**config.mk**
```make
export PLATFORM = sky130hd
export DESIGN_NAME = ic_number_entry_ctrl
export DESIGN_NICKNAME = d
export VERILOG_FILES = /design/src/rtl/ic_number_entry_ctrl.sv
export SDC_FILE = /design/constraint.sdc
export NUM_CORES = 1
export LEC_CHECK = 0
export BUFFER_PORTS_ARGS = -buffer_cell sky130_fd_sc_hd__buf_4
export CAP_MARGIN = 20
export CORE_ASPECT_RATIO = 0.6
export CORE_UTILIZATION = 30
export DETAILED_ROUTE_END_ITERATION = 7
export PLACE_DENSITY = 0.46
export SLEW_MARGIN = 20
export SYNTH_ARGS = -nofsm -noshare
export SYNTH_HDL_FRONTEND = slang
export SYNTH_SLANG_ARGS = --single-unit
```
**constraint.sdc**
```tcl
create_clock -name clk -period 3.8 [get_ports clk]
set_input_delay 0.19 -clock clk [delete_from_list [all_inputs] [get_ports clk]]
set_output_delay 0.19 -clock clk [all_outputs]
set_load 0.05 [all_outputs]
```
**src/rtl/ic_number_entry_ctrl.sv**
```systemverilog
// ic_number_entry_ctrl
// Front-panel sequencer for entering a 4-digit decimal IC number. The user
// edits the digits with buttons while the digits are shown on four 7-segment
// displays. Confirm strobes the pattern-to-number converter (ic_read) and
// waits, with a timeout, for its acknowledge. The block then reports done or
// error to the test sequencer.
//
// Ports:
//   clk              system clock
//   reset            asynchronous, active-high reset
//   btn_inc          debounced level; a rising edge increments the cursor digit
//   btn_next         debounced level; a rising edge moves the cursor left (3 wraps to 0)
//   btn_confirm      debounced level; a rising edge starts a conversion
//   btn_clear        debounced level; a rising edge zeroes everything and returns to edit
//   ic_no_generated  converter acknowledge (level)
//   HEX0..HEX3       active-low 7-segment patterns (HEX3 = thousands)
//   ic_read          strobe to the converter
//   bcd_digits       {d3,d2,d1,d0}, 4 bits each
//   cursor           digit under edit
//   busy             high while strobing or waiting for the acknowledge
//   entry_done       high after a successful conversion
//   entry_error      high after an acknowledge timeout
module ic_number_entry_ctrl #(
  parameter int READ_PULSE  = 4,
  parameter int ACK_TIMEOUT = 1000,
  parameter int BLINK_DIV   = 24
) (
  input  logic        clk,
  input  logic        reset,
  input  logic        btn_inc,
  input  logic        btn_next,
  input  logic        btn_confirm,
  input  logic        btn_clear,
  input  logic        ic_no_generated,
  output logic [6:0]  HEX0,
  output logic [6:0]  HEX1,
  output logic [6:0]  HEX2,
  output logic [6:0]  HEX3,
  output logic        ic_read,
  output logic [15:0] bcd_digits,
  output logic [1:0]  cursor,
  output logic        busy,
  output logic        entry_done,
  output logic        entry_error
);

  localparam int PW = $clog2(READ_PULSE + 1);
  localparam int TW = $clog2(ACK_TIMEOUT + 1);
  localparam logic [PW-1:0] PULSE_LOAD = PW'(READ_PULSE);
  localparam logic [PW-1:0] PULSE_ONE  = PW'(1);
  localparam logic [TW-1:0] TMO_LOAD   = TW'(ACK_TIMEOUT);
  localparam logic [TW-1:0] TMO_ONE    = TW'(1);
  localparam logic [BLINK_DIV-1:0] BLINK_ONE = BLINK_DIV'(1);

  // Bit positions inside the button vectors.
  localparam int B_INC     = 0;
  localparam int B_NEXT    = 1;
  localparam int B_CONFIRM = 2;
  localparam int B_CLEAR   = 3;

  typedef enum logic [2:0] {
    ST_EDIT     = 3'd0,
    ST_STROBE   = 3'd1,
    ST_WAIT_ACK = 3'd2,
    ST_DONE     = 3'd3,
    ST_ERROR    = 3'd4
  } state_t;

  // Active-low segment pattern (bits g..a) of one BCD digit.
  function automatic logic [6:0] seg7(input logic [3:0] digit);
    logic [6:0] pat;
    case (digit)
      4'd0:    pat = 7'b1000000;
      4'd1:    pat = 7'b1111001;
      4'd2:    pat = 7'b0100100;
      4'd3:    pat = 7'b0110000;
      4'd4:    pat = 7'b0011001;
      4'd5:    pat = 7'b0010010;
      4'd6:    pat = 7'b0000010;
      4'd7:    pat = 7'b1111000;
      4'd8:    pat = 7'b0000000;
      4'd9:    pat = 7'b0011000;
      default: pat = 7'b1111111;
    endcase
    return pat;
  endfunction

  logic [3:0]           btn_s, sync1_r, sync2_r, sync_d_r, edge_s;
  state_t               state_r, state_next_s;
  logic [15:0]          digits_r, digits_next_s;
  logic [1:0]           cursor_r, cursor_next_s;
  logic [3:0]           cur_digit_s;
  logic [PW-1:0]        pulse_cnt_r, pulse_next_s;
  logic [TW-1:0]        tmo_cnt_r, tmo_next_s;
  logic [BLINK_DIV-1:0] blink_cnt_r, blink_next_s;
  logic [3:0][6:0]      hex_r, hex_next_s;
  logic                 ic_read_r, busy_r, done_r, err_r;

  assign btn_s  = {btn_clear, btn_confirm, btn_next, btn_inc};
  // One-cycle pulse on the first synchronised cycle of a press.
  assign edge_s = sync2_r & ~sync_d_r;

  // Two-flop synchroniser plus a delayed copy for edge detection.
  always_ff @(posedge clk or posedge reset) begin
    if (reset) begin
      sync1_r  <= 4'b0000;
      sync2_r  <= 4'b0000;
      sync_d_r <= 4'b0000;
    end else begin
      sync1_r  <= btn_s;
      sync2_r  <= sync1_r;
      sync_d_r <= sync2_r;
    end
  end

  // Next-state logic. Clear outranks every other action, and within a state
  // the order is confirm > next > inc.
  always_comb begin
    state_next_s  = state_r;
    digits_next_s = digits_r;
    cursor_next_s = cursor_r;
    pulse_next_s  = pulse_cnt_r;
    tmo_next_s    = tmo_cnt_r;
    cur_digit_s   = digits_r[{cursor_r, 2'b00} +: 4];
    if (edge_s[B_CLEAR]) begin
      state_next_s  = ST_EDIT;
      digits_next_s = 16'h0000;
      cursor_next_s = 2'd0;
      pulse_next_s  = '0;
      tmo_next_s    = '0;
    end else begin
      case (state_r)
        ST_EDIT: begin
          if (edge_s[B_CONFIRM]) begin
            state_next_s = ST_STROBE;
            pulse_next_s = PULSE_LOAD;
          end else if (edge_s[B_NEXT]) begin
            cursor_next_s = cursor_r + 2'd1;
          end else if (edge_s[B_INC]) begin
            // The >= keeps the digit valid BCD even if it were ever corrupted.
            digits_next_s[{cursor_r, 2'b00} +: 4] =
              (cur_digit_s >= 4'd9) ? 4'd0 : cur_digit_s + 4'd1;
          end else begin
            state_next_s = ST_EDIT;
          end
        end
        ST_STROBE: begin
          if (pulse_cnt_r <= PULSE_ONE) begin
            state_next_s = ST_WAIT_ACK;
            pulse_next_s = '0;
            tmo_next_s   = TMO_LOAD;
          end else begin
            pulse_next_s = pulse_cnt_r - PULSE_ONE;
          end
        end
        ST_WAIT_ACK: begin
          // The acknowledge wins over a timeout expiring in the same cycle.
          if (ic_no_generated) begin
            state_next_s = ST_DONE;
            tmo_next_s   = '0;
          end else if (tmo_cnt_r <= TMO_ONE) begin
            state_next_s = ST_ERROR;
            tmo_next_s   = '0;
          end else begin
            tmo_next_s = tmo_cnt_r - TMO_ONE;
          end
        end
        ST_DONE, ST_ERROR: begin
          if (edge_s[B_CONFIRM]) begin
            state_next_s = ST_STROBE;
            pulse_next_s = PULSE_LOAD;
          end else begin
            state_next_s = state_r;
          end
        end
        default: begin
          state_next_s  = ST_EDIT;
          digits_next_s = 16'h0000;
          cursor_next_s = 2'd0;
        end
      endcase
    end
  end

  // Output decode from the next state, so the registered outputs change on
  // the same edge as the state they describe.
  always_comb begin
    blink_next_s = blink_cnt_r + BLINK_ONE;
    for (int i = 0; i < 4; i++) begin
      hex_next_s[i] = ((state_next_s == ST_EDIT) && (cursor_next_s == 2'(i)) &&
                       blink_next_s[BLINK_DIV-1]) ? 7'b1111111
                                                   : seg7(digits_next_s[4*i +: 4]);
    end
  end

  // State, digit, cursor and counter registers.
  always_ff @(posedge clk or posedge reset) begin
    if (reset) begin
      state_r     <= ST_EDIT;
      digits_r    <= 16'h0000;
      cursor_r    <= 2'd0;
      pulse_cnt_r <= '0;
      tmo_cnt_r   <= '0;
      blink_cnt_r <= '0;
    end else begin
      state_r     <= state_next_s;
      digits_r    <= digits_next_s;
      cursor_r    <= cursor_next_s;
      pulse_cnt_r <= pulse_next_s;
      tmo_cnt_r   <= tmo_next_s;
      blink_cnt_r <= blink_next_s;
    end
  end

  // Registered outputs.
  always_ff @(posedge clk or posedge reset) begin
    if (reset) begin
      hex_r     <= {4{7'b1000000}};
      ic_read_r <= 1'b0;
      busy_r    <= 1'b0;
      done_r    <= 1'b0;
      err_r     <= 1'b0;
    end else begin
      hex_r     <= hex_next_s;
      ic_read_r <= (state_next_s == ST_STROBE);
      busy_r    <= (state_next_s == ST_STROBE) || (state_next_s == ST_WAIT_ACK);
      done_r    <= (state_next_s == ST_DONE);
      err_r     <= (state_next_s == ST_ERROR);
    end
  end

  assign HEX0        = hex_r[0];
  assign HEX1        = hex_r[1];
  assign HEX2        = hex_r[2];
  assign HEX3        = hex_r[3];
  assign ic_read     = ic_read_r;
  assign busy        = busy_r;
  assign entry_done  = done_r;
  assign entry_error = err_r;
  assign bcd_digits  = digits_r;
  assign cursor      = cursor_r;

endmodule
```
==> metrics.txt, run 1 <==
MaxCap Viol Count=0; Clock transition at path regs=0.07 ns; biggest area consumer among synthesized cells=dfrtp_1; fraction of post-synthesis cell area in the top cell type by area=0.457; period utilization=0.882; die height=106 um; Worst Path Required=4.01 ns; #FFs+latches synth=102; skew final=0.00614 ns; placed cells=813; # port buffers=56; clk sink count=102; Area contributors post-synth=dfrtp_1 (46%), ha_1 (7.7%), o21ai_0 (3.9%); GP Congestion=0.895; Most Crowded Layer GR=met1; Total GRT Usage=0.152; Clock Path Buffers=2; commonest non-fill, non-tap cell in the layout=dfrtp_1; top achievable clock speed=298 MHz; vias in the first global route=4020; met3 usage=0.0386; Clock Power Share=0.270; Mapped Cells=534; Synth cell types=62; worst-case reg-to-reg path depth=11; TritonRoute pass-1 iters=5; EDFF count, synth=0; Hold Crit Class=input port to register; later-pin clock latency in the skew report=0.34 ns; Die Wd=175 um; Hold Violations, Final=0; Residual DRC=0; Syn Area/Cell=10.1 um^2; H-tree depth=3; Final Instance Count excl. Fillers=835; R2R Setup Slk=0.45 ns; static leakage=0.00304 uW; Antenna Nets Post-Route=0; Post-synth ARST share=1.00; met1 Usage GRT=0.241; DP Wirelength=10.0 mm; Tightest Pin Transition=0.693 ns; Crit Path Category=register to register; Startpoint Class=register; initial antenna violation count=0; Die ar.=18500 um^2; register area share after synthesis=0.476; Switching Fraction=0.378; M2 GR Usage=0.202; crit end category=register; Slew Limit Fails=0; ant diodes=0; synthesized cell area=5370 um^2; worst-case vdd ir drop=205 uV; RR Endpoint=HEX1[4]$_DFF_PP0_; first-pass GRT wire length=22.0 mm; share of cells above drive strength 1=0.171; min-delay src=ic_no_generated; ys flop type=dfrtp_1; Top Ports=57; relative slew slack=0.533; crit path DAT=3.57 ns; WL per Instance=16.0 um; reg2reg start=cursor[0]$_DFF_PP0_; clock root buffer=clkbuf_16; Hold Path Cell Cnt=4; final setup TNS=0 ns; P&R area growth vs syn=19.5%; worst slack at placement=0.488 ns; min cycle time layout=3.35 ns; Comb power frac=0.324; largest net degree at the start of global routing=79; site row count=37; Pint=2040 uW; CTS buffer count=9; highest-count cells in the layout ignoring fill and taps=dfrtp_1 (98), buf_4 (61), o21ai_0 (42); DRT Wirelength=13.4 mm; WHS Endpoint=tmo_cnt_r[2]$_DFFE_PP0P_; Total Power=3280 uW; endpoints failing setup=0; Syn Nets=574; Seq pwr share=0.406; power per cell area=511 nW/um^2; worst hold slack=0.326 ns; Vias=4185; vias per cell=5.01; sw power=1240 uW; RSZ-0062 raised after global routing=false; YS warnings=0; Initial Utilization=0.310; Core ar.=17300 um^2; CTS tree=yes; GR Overflow Total=0; Final WS setup=0.448 ns; DR iter-0 viols=275; NumNets Final=636; status=finished, final reports clean; worst-path fanout max=5
==> stage by stage <==
stage                     area, um^2  utilization
final                           6420        0.371
after global routing            6420        0.371
after CTS                       6380        0.369
after detailed placement        6060        0.350
after global placement          6060        0.350
after floorplan                 5370            -
==> power groups by stage <==
stage | Clock, uW | Sequential [uW] | Combinational (uW)
finish | 887 | 1330 | 1070
global route | 964 | 1350 | 1180
CTS | 924 | 1330 | 1050
detailed placement | 0 | 1350 | 1050
global placement | 0 | 1350 | 1040
floorplan | 0 | 1430 | 674
==> cell type report <==
type,count,area (um^2)
inverters,32,123
clock buffers,11,243
clock inverters,5,41.3
well taps,234,293
multi-input cells,384,2630
fillers,1749,10900
repair buffers,67,536
flip-flops and latches,102,2560
==> flip-flops by register name, indices dropped and copies added, names as in the netlist, 4 cells and up <==
name	flops
sync1_r	4
HEX0	7
HEX2	7
HEX1	7
bcd_digits	16
sync2_r	4
sync_d_r	4
HEX3	7
blink_cnt_r	24
tmo_cnt_r	10
==> how the worst max path moves through the flow <==
stage | from | cells after the start | end | slack, ns
after global placement | cursor[0]$_DFF_PP0_ | 11 | HEX1[4]$_DFF_PP0_ | 0.68
final | cursor[0]$_DFF_PP0_ | 11 | HEX1[4]$_DFF_PP0_ | 0.45
after global routing | cursor[0]$_DFF_PP0_ | 13 | HEX3[3]$_DFF_PP0_ | 0.24
after detailed placement | cursor[0]$_DFF_PP0_ | 11 | HEX1[4]$_DFF_PP0_ | 0.49
after CTS | cursor[0]$_DFF_PP0_ | 11 | HEX1[4]$_DFF_PP0_ | 0.46
after floorplan | cursor[0]$_DFF_PP0_ | 12 | HEX1[4]$_DFF_PP0_ | 0.26
==> synthesized netlist by cell type, drive strengths merged, types with 2 or more instances <==
master	instances
mux2	2
xnor2	12
nand3	22
a22oi	5
o31ai	3
xor2	11
and3	8
and2	9
a32o	5
ha	33
inv	31
a21oi	22
nor3b	3
a211o	2
or4	5
mux2i	7
o21bai	2
nand4	5
a21boi	5
a22o	5
nor2	36
clkbuf	12
a31o	4
a31oi	11
and4b	2
nor2b	6
a32oi	3
dfstp	4
nand2b	9
and4	4
nor3	12
o21a	4
buf	4
dfrtp	98
a21o	3
nand4b	2
nand3b	4
nor4	7
o21ai	46
or2	4
or3b	2
nand2	40
or3	4
mux4	4
==> logic make-up (layout without fill, tap and decap cells) <==
logic type | Yosys count | after routing | synth area share
AND/OR/NAND/NOR | 185 | 185 | 0.183
AO/OA/AOI/OAI | 130 | 130 | 0.158
flip-flops | 102 | 102 | 0.476
buffers and inverters | 48 | 115 | 0.0345
adder cells (fa/ha/maj) | 33 | 33 | 0.0769
XOR/XNOR | 23 | 23 | 0.0375
multiplexers | 13 | 13 | 0.0340
==> routing by layer <==
| layer | routed length (um) | share of wire |
|---|---|---|
| met5 | 0 | 0 |
| met2 | 5250 | 0.39 |
| met1 | 7260 | 0.54 |
| met4 | 77 | 0.0058 |
| met3 | 790 | 0.059 |
==> timing repair <==
action	in CTS	in global routing
hold buffers	4	1
setup buffers	0	0
resized for setup	0	0
hold endpoints to repair	4	21
==> critical path: stages (launching register included) <==
cell	delay (ns)
dfrtp_1	0.43
mux4_2	0.58
ha_1	0.21
nand2b_1	0.17
o21ai_0	0.27
and2_1	0.32
a22o_1	0.23
nand2_1	0.13
inv_1	0.13
ha_1	0.18
nor3_1	0.06
or4_1	0.51
Power figures use the tool's default switching activity.
==> inputs of run 2 (changes only) <==
CORE_MARGIN = 2   (was not set)
==> metrics.txt, run 2 (same netlist as run 1, synthesis figures left out) <==
GP Congestion=0.861; GR Overflow Total=0; endpoints failing setup=0; CTS tree=yes; WL per Instance=16.0 um; final setup TNS=0 ns; Worst Path Required=4.02 ns; Hold Crit Class=input port to register; Biggest register=blink_cnt_r; MaxCap Viol Count=0; later-pin clock latency in the skew report=0.34 ns; Startpoint Class=register; crit end category=register; Post-DP Area=6070 um^2; largest net degree at the start of global routing=42; share of cells above drive strength 1=0.173; worst-path fanout max=5; Die Wd=177 um; Crit Path Category=register to register; NumNets Final=637; Die ar.=19000 um^2; RSZ-0062 raised after global routing=false; period utilization=0.890; clock root buffer=clkbuf_16; Core ar.=17300 um^2; worst slack at placement=0.560 ns; Vias=4184; status=finished, final reports clean; power per cell area=515 nW/um^2; vias in the first global route=3975; skew final=0.00979 ns; TritonRoute pass-1 iters=6; relative slew slack=0.538; min cycle time layout=3.38 ns; DRT Wirelength=13.4 mm; commonest non-fill, non-tap cell in the layout=dfrtp_1; clk sink count=102; post-route cell area=6420 um^2; CTS buffer count=9; first-pass GRT wire length=21.8 mm; static leakage=0.00304 uW; die height=108 um; DP Wirelength=9.96 mm; site row count=37; final core utilization=0.371; Initial Utilization=0.310; Slew Limit Fails=0; H-tree depth=3; Residual DRC=0; Post-CTS Resized=0; Hold Violations, Final=0; crit path DAT=3.60 ns; Clock transition at path regs=0.07 ns; Tightest Pin Transition=0.686 ns; top achievable clock speed=296 MHz; initial antenna violation count=0; Top Ports=57; ant diodes=0; worst hold slack=0.313 ns; Final WS setup=0.418 ns; Clock Path Buffers=2; max reg flops=24; vias per cell=5.00; P&R area growth vs syn=19.5%; Total GRT Usage=0.147; # port buffers=56; DR iter-0 viols=234; highest-count cells in the layout ignoring fill and taps=dfrtp_1 (98), buf_4 (63), o21ai_0 (42); worst-case vdd ir drop=189 uV; Antenna Nets Post-Route=0
==> run 2: routing by layer <==
metal  vias to the layer above  wire, um  global-route usage
met4                         0        83              0.0248
met3                         8       817              0.0360
li1                       2031         -                   -
met1                      2038      7260               0.232
met2                       107      5240               0.199
met5                         -         0                   0
==> run 2: worst paths after layout <==
check | cells past startpoint | slack, ns | startpoint | endpoint
min in group asynchronous | 3 | 0.44 | reset | entry_error$_DFF_PP0_
max in group asynchronous | 4 | 2.44 | reset | HEX2[6]$_DFF_PP1_
setup / recovery | 11 | 0.42 | cursor[0]$_DFF_PP0_ | HEX1[4]$_DFF_PP0_
setup reg to reg | 11 | 0.42 | cursor[0]$_DFF_PP0_ | HEX1[4]$_DFF_PP0_
hold / removal | 4 | 0.31 | ic_no_generated | tmo_cnt_r[2]$_DFFE_PP0P_
hold reg to reg | 0 | 0.35 | sync1_r[1]$_DFF_PP0_ | sync2_r[1]$_DFF_PP0_
==> run 2: per-stage QoR <==
stage	std cells	total power (uW)
after floorplan	534	2110
after global placement	815	2400
after detailed placement	815	2400
after CTS	836	3340
after global routing	836	3520
final	836	3310
==> run 2: repair_timing <==
| action | 4_1_cts | 5_1_grt |
|---|---|---|
| hold buffers | 5 | 0 |
| hold endpoints to repair | 38 | 0 |
| setup buffers | 0 | 0 |
==> run 2: final cells by class <==
type / instances / area [um^2]
multi-input cells: 384 / 2630
repair buffers: 68 / 523
inverters: 32 / 123
flip-flops and latches: 102 / 2560
well taps: 234 / 293
fillers: 1784 / 10900
clock buffers: 12 / 256
clock inverters: 4 / 36.3
==> run 2: power breakdown <==
part	internal [uW]	total [uW]	switching, uW
Sequential	1200	1330	125
Clock	491	912	421
Combinational	373	1070	693
==> run 2: critical path, cell delays in order (launching register included) <==
cell      delay [ns]
dfrtp_1         0.43
mux4_2          0.58
ha_1            0.22
nand2b_1        0.18
o21ai_0         0.29
and2_1          0.34
a22o_1          0.23
nand2_1         0.13
inv_1           0.13
ha_1            0.17
nor3_1          0.06
or4_1           0.49
==> inputs of run 3 (changes only) <==
ABC_AREA = 1   (was not set)
==> metrics.txt, run 3 <==
status=finished, final reports clean; crit-path leading delay family=simple AND/OR/NAND/NOR gates; Antenna Nets Post-Route=0; relative slew slack=0.508; Die ar.=19900 um^2; initial antenna violation count=0; Top Ports=57; highest-count cells in the layout ignoring fill and taps=nand2_1 (153), dfrtp_1 (98), inv_1 (88); EDFF count, synth=0; share of cells above drive strength 1=0.179; min-delay src=ic_no_generated; Clock Path Buffers=2; Area contributors post-synth=dfrtp_1 (44%), nand2_1 (10%), ha_1 (7.4%); WL per Instance=14.5 um; YS warnings=0; final setup TNS=0 ns; GP Congestion=0.867; DP Wirelength=10.9 mm; WP buf/inv=4; top achievable clock speed=318 MHz; later-pin clock latency in the skew report=0.36 ns; crit path from=cursor[1]$_DFF_PP0_; worst slack at placement=0.697 ns; Tightest Pin Transition=0.738 ns; NumNets Final=776; Max stage delay on crit path=0.50 ns; Clock transition at path regs=0.08 ns; synthesized cell area=5620 um^2; CTS tree=yes; Total GRT Usage=0.152; site row count=38; most frequent cells after synthesis=nand2_1 (153), dfrtp_1 (98), inv_1 (89); H-tree depth=3; crit path DAT=3.39 ns; fraction of post-synthesis cell area in the top cell type by area=0.437; static leakage=0.00358 uW; RSZ-0062 raised after global routing=false; ys flop type=dfrtp_1; Slew Limit Fails=0; vias per cell=4.50; vias in the first global route=4283; skew final=0.0131 ns; DR iter-0 viols=415; MaxCap Viol Count=0; Post-CTS Resized=0; # port buffers=56; CTS buffer count=9; endpoints failing setup=0; Mapped Cells=666; period utilization=0.827; DRT Wirelength=14.2 mm; commonest non-fill, non-tap cell in the layout=nand2_1; Die Wd=181 um; max reg flops=24; Core ar.=18200 um^2; clock root buffer=clkbuf_16; Biggest register=blink_cnt_r; clk sink count=102; Startpoint Class=register; power per cell area=659 nW/um^2; Syn Nets=706; Hold Crit Class=input port to register; reg2reg start=cursor[1]$_DFF_PP0_; Crit Path Category=register to register; P&R area growth vs syn=18.8%; Initial Utilization=0.308; biggest area consumer among synthesized cells=dfrtp_1; die height=110 um; Worst Path Required=4.05 ns; register area share after synthesis=0.455; CP max-delay cell=dfrtp_1; most numerous cell in the Yosys netlist=nand2_1; Syn Area/Cell=8.43 um^2; ant diodes=0; Synth cell types=42; largest net degree at the start of global routing=56; worst-path fanout max=9; first-pass GRT wire length=23.3 mm; Residual DRC=0; Hold Violations, Final=0; TritonRoute pass-1 iters=5; min cycle time layout=3.14 ns; crit end category=register; Post-synth ARST share=1.00; worst-case vdd ir drop=255 uV; GR Overflow Total=0; #FFs+latches synth=102; Vias=4417; Final WS setup=0.656 ns; CP Cell Sequence=inv_2 > nand3_1 > nand2_2 > inv_1 > ha_1 > nor2_1 > nand2_2 > nand2_8 > nand2_1 > nor2_1 > a31oi_1 > nor2_1 > inv_1 > ha_1 > inv_1 > nand3_1 > nand2_1 > nand2_1 > nand3_1
-- run 3: cell types whose count changed in the layout (fill, tap and decap cells not counted), moves of 10 or more --
| cell | before | now |
|---|---|---|
| a31oi_1 | 11 | 1 |
| o21ai_1 | 4 | 15 |
| inv_1 | 30 | 88 |
| nand3_1 | 22 | 51 |
| xor2_1 | 11 | 23 |
| nand2_1 | 40 | 153 |
| o21ai_0 | 42 | 20 |
| nor2_1 | 35 | 55 |
| inv_2 | 0 | 15 |
-- run 3: where the power goes --
| group | leakage [uW] | switching [uW] | internal, uW |
|---|---|---|---|
| sequential | 0.00134 | 140 | 1270 |
| combinational | 0.00210 | 1460 | 610 |
| clock | 0.000142 | 443 | 474 |
| total | 0.00358 | 2040 | 2360 |
-- run 3: worst paths after layout --
check,end,slack (ns),depth (start not counted)
worst min register to register,sync2_r[3]$_DFF_PP0_,0.35,0
worst max register to register,HEX1[3]$_DFF_PP0_,0.66,19
worst min-delay path,tmo_cnt_r[3]$_DFFE_PP0P_,0.19,4
worst max-delay path,HEX1[3]$_DFF_PP0_,0.66,19
max in group asynchronous,HEX2[6]$_DFF_PP1_,2.36,4
min in group asynchronous,sync1_r[2]$_DFF_PP0_,0.53,3
-- run 3: cell families after synthesis --
| logic type | Yosys count | synth area share |
|---|---|---|
| AO/OA/AOI/OAI | 69 | 0.0693 |
| flip-flops | 102 | 0.455 |
| XOR/XNOR | 29 | 0.0452 |
| AND/OR/NAND/NOR | 323 | 0.280 |
| buffers and inverters | 110 | 0.0769 |
| adder cells (fa/ha/maj) | 33 | 0.0735 |
-- run 3: per-stage QoR --
stage	area (um^2)	util	power (uW)	hold WS [ns]	cells
finish	6670	0.366	4390	0.191	981
global route	6670	0.366	4730	0.195	981
CTS	6670	0.366	4440	0.172	981
detailed placement	6330	0.347	3480	0.301	960
global placement	6330	0.347	3480	0.301	960
floorplan	5620	-	2960	0.221	666
-- run 3: worst min-delay path, stage by stage --
cell	delay, ns
buf_4	0.10
nor3_1	0.05
o21bai_1	0.11
o21ai_1	0.06
-- run 3: layout make-up --
type | instances | area (um^2)
inverter | 104 | 393
tap | 240 | 300
sequential | 102 | 2560
clock buffer | 10 | 239
timing repair buffer | 65 | 500
fill | 1867 | 11500
clock inverter | 6 | 53.8
multi-input combinational | 454 | 2630
-- run 3: per-layer routing --
layer	vias up	part of all wire	GRT usage	wire length, um
met5	-	0	0	0
met4	0	0.0077	0.0328	110
met3	9	0.051	0.0381	729
met2	102	0.37	0.200	5270
met1	2045	0.57	0.242	8100
li1	2261	-	-	-
-- run 3: timing repair --
| action | 4_1_cts | 5_1_grt |
|---|---|---|
| endpoints found under the hold margin | 43 | 0 |
| buffers inserted | 0 | 0 |
| hold buffers | 5 | 0 |
